==> config.mk <==
export PLATFORM = sky130hd
export DESIGN_NAME = uart_tx_fifo
export DESIGN_NICKNAME = d
export VERILOG_FILES = /design/src/rtl/uart_tx_fifo.sv
export SDC_FILE = /design/constraint.sdc
export NUM_CORES = 1
export LEC_CHECK = 0
export BUFFER_PORTS_ARGS = -buffer_cell sky130_fd_sc_hd__buf_2
export CAP_MARGIN = 15
export CORE_ASPECT_RATIO = 1.2
export CORE_MARGIN = 4
export CORE_UTILIZATION = 30
export CTS_CLUSTER_DIAMETER = 100
export DETAILED_ROUTE_END_ITERATION = 16
export PLACE_DENSITY = 0.46
export SYNTH_ARGS = -nofsm -noshare
export SYNTH_HDL_FRONTEND = slang
export SYNTH_SLANG_ARGS = --single-unit
==> constraint.sdc <==
create_clock -name PCLK -period 6.4 [get_ports PCLK]
set_input_delay 0.64 -clock PCLK [delete_from_list [all_inputs] [get_ports PCLK]]
set_output_delay 0.64 -clock PCLK [all_outputs]
set_load 0.005 [all_outputs]
==> src/rtl/uart_tx_fifo.sv <==
// uart_tx_fifo: transmit byte queue between the APB slave and the UART transmitter.
//
// The APB slave pushes bytes into a DEPTH-entry FIFO. A small FSM pops one byte
// at a time into the tx_data holding register and hands it to the transmitter
// with the tx_en / tx_busy / tx_done handshake.
//
// Ports
//   PCLK, PRESETn     clock, asynchronous active-low reset
//   wr_en, wr_data    push request and byte from the APB slave
//   flush             synchronous clear of FIFO storage (in-flight byte unaffected)
//   full, empty       storage status, decoded from the next count and registered
//   count             bytes held in storage, excluding the in-flight byte
//   overflow          one-cycle pulse after a dropped push
//   active            a byte is in flight (START or SEND)
//   tx_busy, tx_done  transmitter status: busy level, end-of-frame pulse
//   tx_en, tx_data    start request and byte presented to the transmitter
module uart_tx_fifo #(
  parameter int unsigned WIDTH8 = 8,
  parameter int unsigned DEPTH  = 16,
  parameter int unsigned AW     = 4
) (
  input  logic              PCLK,
  input  logic              PRESETn,
  input  logic              wr_en,
  input  logic [WIDTH8-1:0] wr_data,
  input  logic              flush,
  output logic              full,
  output logic              empty,
  output logic [AW:0]       count,
  output logic              overflow,
  output logic              active,
  input  logic              tx_busy,
  input  logic              tx_done,
  output logic              tx_en,
  output logic [WIDTH8-1:0] tx_data
);

  localparam logic [AW:0] DEPTH_CNT = (AW+1)'(DEPTH);

  typedef enum logic [1:0] {
    S_IDLE  = 2'd0,
    S_START = 2'd1,
    S_SEND  = 2'd2
  } state_e;

  state_e state_q, state_d;

  logic [WIDTH8-1:0] mem_q [DEPTH];

  logic [AW-1:0]     wr_ptr_q, wr_ptr_d;
  logic [AW-1:0]     rd_ptr_q, rd_ptr_d;
  logic [AW:0]       count_q, count_d;
  logic [WIDTH8-1:0] tx_data_q, tx_data_d;
  logic              full_q, empty_q;
  logic              overflow_q, overflow_d;
  logic              tx_en_q, active_q;

  logic              pop;
  logic              push_ok;

  // FSM next state; a pop happens only when leaving IDLE with data available
  always_comb begin
    state_d = state_q;
    pop     = 1'b0;
    unique case (state_q)
      S_IDLE: begin
        if (!empty_q && !flush) begin
          pop     = 1'b1;
          state_d = S_START;
        end
      end
      S_START: begin
        if (tx_busy) begin
          state_d = S_SEND;
        end
      end
      S_SEND: begin
        if (tx_done) begin
          state_d = S_IDLE;
        end
      end
      default: state_d = S_IDLE;
    endcase
  end

  // FIFO bookkeeping; a pop frees a slot, so a push while full is accepted with it
  always_comb begin
    push_ok    = wr_en && !flush && (!full_q || pop);
    overflow_d = wr_en && !flush && full_q && !pop;

    wr_ptr_d   = wr_ptr_q;
    rd_ptr_d   = rd_ptr_q;
    count_d    = count_q;
    tx_data_d  = tx_data_q;

    if (push_ok) begin
      wr_ptr_d = wr_ptr_q + AW'(1);
    end
    if (pop) begin
      rd_ptr_d  = rd_ptr_q + AW'(1);
      tx_data_d = mem_q[rd_ptr_q];
    end

    unique case ({push_ok, pop})
      2'b10:   count_d = count_q + (AW+1)'(1);
      2'b01:   count_d = count_q - (AW+1)'(1);
      default: count_d = count_q;
    endcase

    if (flush) begin
      wr_ptr_d = '0;
      rd_ptr_d = '0;
      count_d  = '0;
    end
  end

  // Storage array, intentionally not reset
  always_ff @(posedge PCLK) begin
    if (push_ok) begin
      mem_q[wr_ptr_q] <= wr_data;
    end
  end

  // State, pointers and registered outputs
  always_ff @(posedge PCLK or negedge PRESETn) begin
    if (!PRESETn) begin
      state_q    <= S_IDLE;
      wr_ptr_q   <= '0;
      rd_ptr_q   <= '0;
      count_q    <= '0;
      tx_data_q  <= '0;
      full_q     <= 1'b0;
      empty_q    <= 1'b1;
      overflow_q <= 1'b0;
      tx_en_q    <= 1'b0;
      active_q   <= 1'b0;
    end else begin
      state_q    <= state_d;
      wr_ptr_q   <= wr_ptr_d;
      rd_ptr_q   <= rd_ptr_d;
      count_q    <= count_d;
      tx_data_q  <= tx_data_d;
      full_q     <= (count_d == DEPTH_CNT);
      empty_q    <= (count_d == '0);
      overflow_q <= overflow_d;
      tx_en_q    <= (state_d == S_START);
      active_q   <= (state_d != S_IDLE);
    end
  end

  assign full     = full_q;
  assign empty    = empty_q;
  assign count    = count_q;
  assign overflow = overflow_q;
  assign active   = active_q;
  assign tx_en    = tx_en_q;
  assign tx_data  = tx_data_q;

endmodule

==> results of run 1 <==
Yosys cell counts (2+ instances only):
library cell  number  area, um2
edfxtp_1         128       3840
mux4_2            32        721
nor2_1            28        105
dfrtp_1           27        676
nand2_1           23       86.3
mux2i_1           18        180
o221ai_1           9       78.8
ha_1               8        100
xor2_1             8       70.1
buf_2              7       35.0
nor3_1             7       35.0
clkbuf_1           6       22.5
inv_1              5       18.8
nand2b_1           5       31.3
a21oi_1            4       20.0
buf_4              4       30.0
o21ai_0            4       20.0
nor2b_1            3       18.8
xnor2_1            3       26.3
buf_6              2       22.5
nand3_1            2       10.0
nand4_1            2       12.5
layer usage:
layer,up-vias,GRT usage (%)
met5,-,0
met4,0,3.79
met3,16,3.10
met2,75,19.6
met1,1603,13.8
li1,1415,-
per-stage QoR:
| step | hold slack (ps) | setup slack, ps | util, % | power, uW | cells |
|---|---|---|---|---|---|
| after floorplan | 344 | 3480 | - | 1600 | 346 |
| after global placement | 493 | 3120 | 32.8 | 1740 | 626 |
| after detailed placement | 496 | 2980 | 32.8 | 1750 | 626 |
| after CTS | 259 | 3070 | 35.8 | 2790 | 657 |
| after global routing | 294 | 2740 | 35.8 | 2870 | 657 |
| final | 250 | 3100 | 35.8 | 2740 | 657 |
final cells by class:
cell class,instances,area (um2),area share (%)
clock inverters,10,165,2.26
flip-flops and latches,156,4550,62.2
repair buffers,34,178,2.43
well taps,265,332,4.54
multi-input cells,166,1630,22.2
clock buffers,21,440,6.03
inverters,5,18.8,0.257
power by group:
| part | internal [uW] | switching, uW | total, uW |
|---|---|---|---|
| clock network | 651 | 379 | 1030 |
| logic | 239 | 255 | 495 |
| registers | 1160 | 52.8 | 1220 |
| total | 2050 | 688 | 2740 |
registers in the layout, indices dropped and copies added (netlist names), 2 cells and up:
signal,cells
rd_ptr_q,4
tx_data,8
mem_q,128
wr_ptr_q,4
state_q,2
count,5
final timing paths:
path | slack, ps | cells past startpoint | to | start
worst max-delay path | 3100 | 11 | full | state_q[1]
worst min-delay path | 250 | 1 | count[1] | PRESETn
worst max register to register | 3100 | 11 | full | state_q[1]
worst min register to register | 520 | 2 | tx_data[1] | tx_data[1]
max in group asynchronous | 5690 | 1 | rd_ptr_q[0] | PRESETn
min in group PCLK | 450 | 2 | state_q[0] | tx_busy
cells by family after synthesis:
family / Yosys count / share of synthesized area, %
AOI/OAI and AO/OA: 23 / 2.79
xor gates and xnor gates: 11 / 1.53
adders and majority gates: 8 / 1.59
buffers and inverters: 24 / 2.05
DFF: 156 / 72.4
muxes: 50 / 14.3
and+or+nand+nor: 74 / 5.30
worst max-delay path, stage by stage (launching register included):
cell      delay, ps
dfrtp_1         410
nor3_1          520
nand2b_1        420
inv_1           220
ha_1            320
xor2_1          110
ha_1            220
a21oi_1         150
mux2i_1         230
xor2_1          240
nand2_1          70
nor4b_1         270
==> reports/metrics.csv, run 1 <==
stage,metric,value,unit
outcome,status,"complete, no violations",
clock_network,root buf cell,clkbuf_16,
die,Starting Density,30.8,%
logic_synthesis,Post-synth EDFFs,128,
timing,setup TNS,0,ps
logic_synthesis,Syn Nets,368,
drt,drt total wl,12.9,mm
finish,most frequent cells in the layout,"128 x edfxtp_1, 32 x mux4_2, 31 x buf_2",
finish,"most common cell after layout, fill and taps aside",edfxtp_1,
timing,crit share post-route,51.5,%
clock_network,CTS resizes,0,
logic_synthesis,YS warnings,0,
logic_synthesis,Main synth FF type,edfxtp_1,
timing,unrepaired setup endpoints after global routing,no,
die,die footprint,0.0233,mm2
logic_synthesis,"flops & latches, synth",156,
critical_path,critical path class,register to register,
placement,# port buffers,31,
global_routing,largest net degree at the start of global routing,36,
finish,Filler cells,1952,
timing,Fin Clk Skew,8.25,ps
critical_path,Crit Path Max Fanout,12,
drt,Residual DRC,0,
finish,share of layout cells above drive strength 1,25.8,%
logic_synthesis,Syn Area/Cell,18.1,um2
global_routing,first-pass GRT wire length,19.3,mm
drt,Final ANT Viol Nets,0,
clock_network,CTS buffer count,17,
clock_network,Max clock buf depth,2,
drt,routed length per instance,19.6,um
drt,max layer used,met4,
power,worst vdd ir,0.000174,V
die,FP Rows,57,
critical_path,worst path required time,6700,ps
drt,WL met1,5.38,mm
placement,routability cong.,0.739,
run,max-cap viol count,0,
finish,post-route design area,0.00731,mm2
clock_network,TritonCTS Sinks,156,
global_routing,number of global-route vias before repair,3199,
critical_path,crit start category,register,
clock_network,Post CTS Setup Buffer Count,0,
global_routing,remaining global-route overflow,0,
logic_synthesis,ys async rst share,17.9,%
global_routing,initial antenna violation count,0,
finish,nets@finish,402,
timing,actual slew at the worst max-slew pin,992,ps
critical_path,CP Data Arrival Time,3600,ps
die,Die Y,166,um
drt,Via-to-Cell Ratio,4.73,
timing,Final Hold Viols,0,
die,core area,0.0204,mm2
power,Power Density,375,mW/mm2
timing,fmax,0.303,GHz
die,die width,140,um
global_routing,GR Util All Layers,11.4,%
timing,endpoints failing setup,0,
logic_synthesis,Cell variety after synth,33,
drt,1st-pass router iterations,4,
clock_network,"Hold-fix buffers, CTS",0,
drt,vias post-DR,3109,
clock_network,Clock Latency Late Sink,410,ps
clock_network,clock slew at reported path FFs,60,ps
critical_path,endpoint class of the critical path,register,
timing,Final min period,3300,ps
drt,Detailed Route Iter0 Violations,175,
placement,DP Wirelength,8.04,mm
logic_synthesis,Syn Std Cell Area,0.00628,mm2
hold_path,Hold WC Path Type,primary input to asynchronous set/reset pin,
placement,DP Area,0.00670,mm2
clock_network,CTS tree,built,
power,P_leak,0.00248,uW
timing,relative slew slack,33.6,%
clock_network,H-tree depth,4,
drt,metal2 WL,6.75,mm
timing,final slew viol count,0,
logic_synthesis,register area share after synthesis,72.4,%
finish,diode count,0,
logic_synthesis,Gate Count Post-Synth,346,
finish,Layout area overhead,16.3,%
drt,met3 WL,567,um
die,I/O pin count,32,
No activity file was read; power rests on OpenSTA's default activity.
==> inputs of run 2 (changes only) <==
==> constraint.sdc (replaced) <==
create_clock -name PCLK -period 3.27 [get_ports PCLK]
set_input_delay 0.327 -clock PCLK [delete_from_list [all_inputs] [get_ports PCLK]]
set_output_delay 0.327 -clock PCLK [all_outputs]
set_load 0.005 [all_outputs]
==> run 2 against run 1 <==
Compared with the run above:
- first-iteration DRC count increased by 39%
- flip-flop and latch count unchanged
- final area rose by 1.8%
- clock skew about the same
- sequential share of layout area shrank 1.1 points
- core utilization grew 0.66 points
- clock-buffer cell count is 4 lower
- worst hold slack lost 110 ps
- critical endpoint unchanged
- largest power group unchanged
==> reports/metrics.csv, run 2 (same netlist as run 1, synthesis figures left out) <==
stage,metric,value,unit
timing,crit share post-route,88.6,%
global_routing,first-pass GRT wire length,19.9,mm
critical_path,Crit Path Max Fanout,8,
critical_path,worst path required time,3580,ps
hold_path,Hold WC Path Type,primary input to register,
timing,unrepaired setup endpoints after global routing,no,
placement,routability cong.,0.702,
critical_path,critical path class,register to register,
clock_network,clock slew at reported path FFs,70,ps
power,P_leak,0.00257,uW
drt,routed length per instance,19.2,um
drt,Residual DRC,0,
critical_path,CP Data Arrival Time,3210,ps
drt,Final ANT Viol Nets,0,
run,max-cap viol count,0,
finish,diode count,0,
die,FP Rows,57,
die,Die Y,166,um
finish,Layout area overhead,18.5,%
placement,DP Wirelength,8.18,mm
timing,endpoints failing setup,0,
global_routing,GR Util All Layers,11.5,%
drt,Via-to-Cell Ratio,4.59,
drt,1st-pass router iterations,4,
clock_network,Max clock buf depth,2,
die,I/O pin count,32,
global_routing,number of global-route vias before repair,3297,
drt,vias post-DR,3109,
timing,Fin Clk Skew,8.01,ps
finish,register with the highest flop count,mem_q,
die,die footprint,0.0233,mm2
timing,setup TNS,0,ps
timing,Final Hold Viols,0,
global_routing,remaining global-route overflow,0,
power,Pwr Total,5370,uW
clock_network,CTS buffer count,17,
timing,fmax,0.345,GHz
drt,Detailed Route Iter0 Violations,244,
finish,max reg flops,128,
finish,Filler cells,1959,
finish,nets@finish,421,
die,die width,140,um
global_routing,initial antenna violation count,0,
timing,final slew viol count,0,
timing,relative slew slack,53.2,%
clock_network,Clock Latency Late Sink,410,ps
finish,most frequent cells in the layout,"128 x edfxtp_1, 32 x mux4_2, 31 x buf_2",
power,worst vdd ir,0.000360,V
critical_path,crit start category,register,
die,core area,0.0204,mm2
global_routing,largest net degree at the start of global routing,36,
clock_network,root buf cell,clkbuf_16,
clock_network,H-tree depth,4,
placement,# port buffers,31,
critical_path,endpoint class of the critical path,register,
drt,drt total wl,13.0,mm
finish,"most common cell after layout, fill and taps aside",edfxtp_1,
finish,"Core Util, Final",36.5,%
finish,share of layout cells above drive strength 1,29.1,%
timing,actual slew at the worst max-slew pin,702,ps
outcome,status,"complete, no violations",
timing,Final min period,2900,ps
power,Power Density,721,mW/mm2
die,Starting Density,30.8,%
clock_network,CTS tree,built,
clock_network,TritonCTS Sinks,156,
==> run 2: layout make-up <==
class	instances	area (um2)	share of cell area, %
clock buffer	17	425	5.72
clock inverter	15	176	2.37
inverter	5	18.8	0.252
multi-input combinational	166	1610	21.6
sequential	156	4550	61.1
tap	265	332	4.46
timing repair buffer	53	335	4.51
==> run 2: path summary, 6_finish.rpt <==
path,cells past startpoint,startpoint,end,slack (ps)
max in group asynchronous,2,PRESETn,rd_ptr_q[0],2270
min in group asynchronous,2,PRESETn,wr_ptr_q[0],490
worst min register to register,2,tx_data[4],tx_data[4],510
worst min-delay path,2,tx_busy,state_q[0],150
worst max register to register,11,state_q[1],full,370
worst max-delay path,11,state_q[1],full,370
==> run 2: what timing repair did <==
item                                   4_1_cts  5_1_grt
gates resized for setup                      0        0
hold buffers                                 1        0
endpoints found under the hold margin       27        0
setup buffers                                0        0
==> run 2: worst max-delay path, stage by stage (launching register included) <==
cell and delay [ps]:
dfrtp_1 400, or3_4 430, a21oi_4 250, inv_1 90, ha_1 280, xor2_1 190, ha_1 220, a21oi_1 160
mux2i_1 230, xor2_1 230, nand2_1 80, nor4b_1 230
==> run 2: metal layers <==
metal | vias to the layer above | GRT usage [%] | wire (um)
met5 | - | 0 | 0
met1 | 1599 | 14.4 | 5630
li1 | 1453 | - | -
met4 | 0 | 3.16 | 130
met3 | 11 | 3.13 | 387
met2 | 46 | 19.7 | 6860
==> run 2: through the flow <==
step	hold slack, ps	setup WS, ps	instances	cell area, um2
global placement	405	382	644	6830
floorplan	31.4	512	346	6280
global route	130	151	677	7440
finish	145	373	677	7440
detailed placement	411	361	644	6830
CTS	126	347	677	7440
==> run 2: power breakdown <==
group / leakage (uW) / internal [uW] / switching (uW)
logic: 0.000763 / 503 / 511
clock network: 0.000283 / 1150 / 833
registers: 0.00152 / 2270 / 93.5
total: 0.00257 / 3930 / 1440
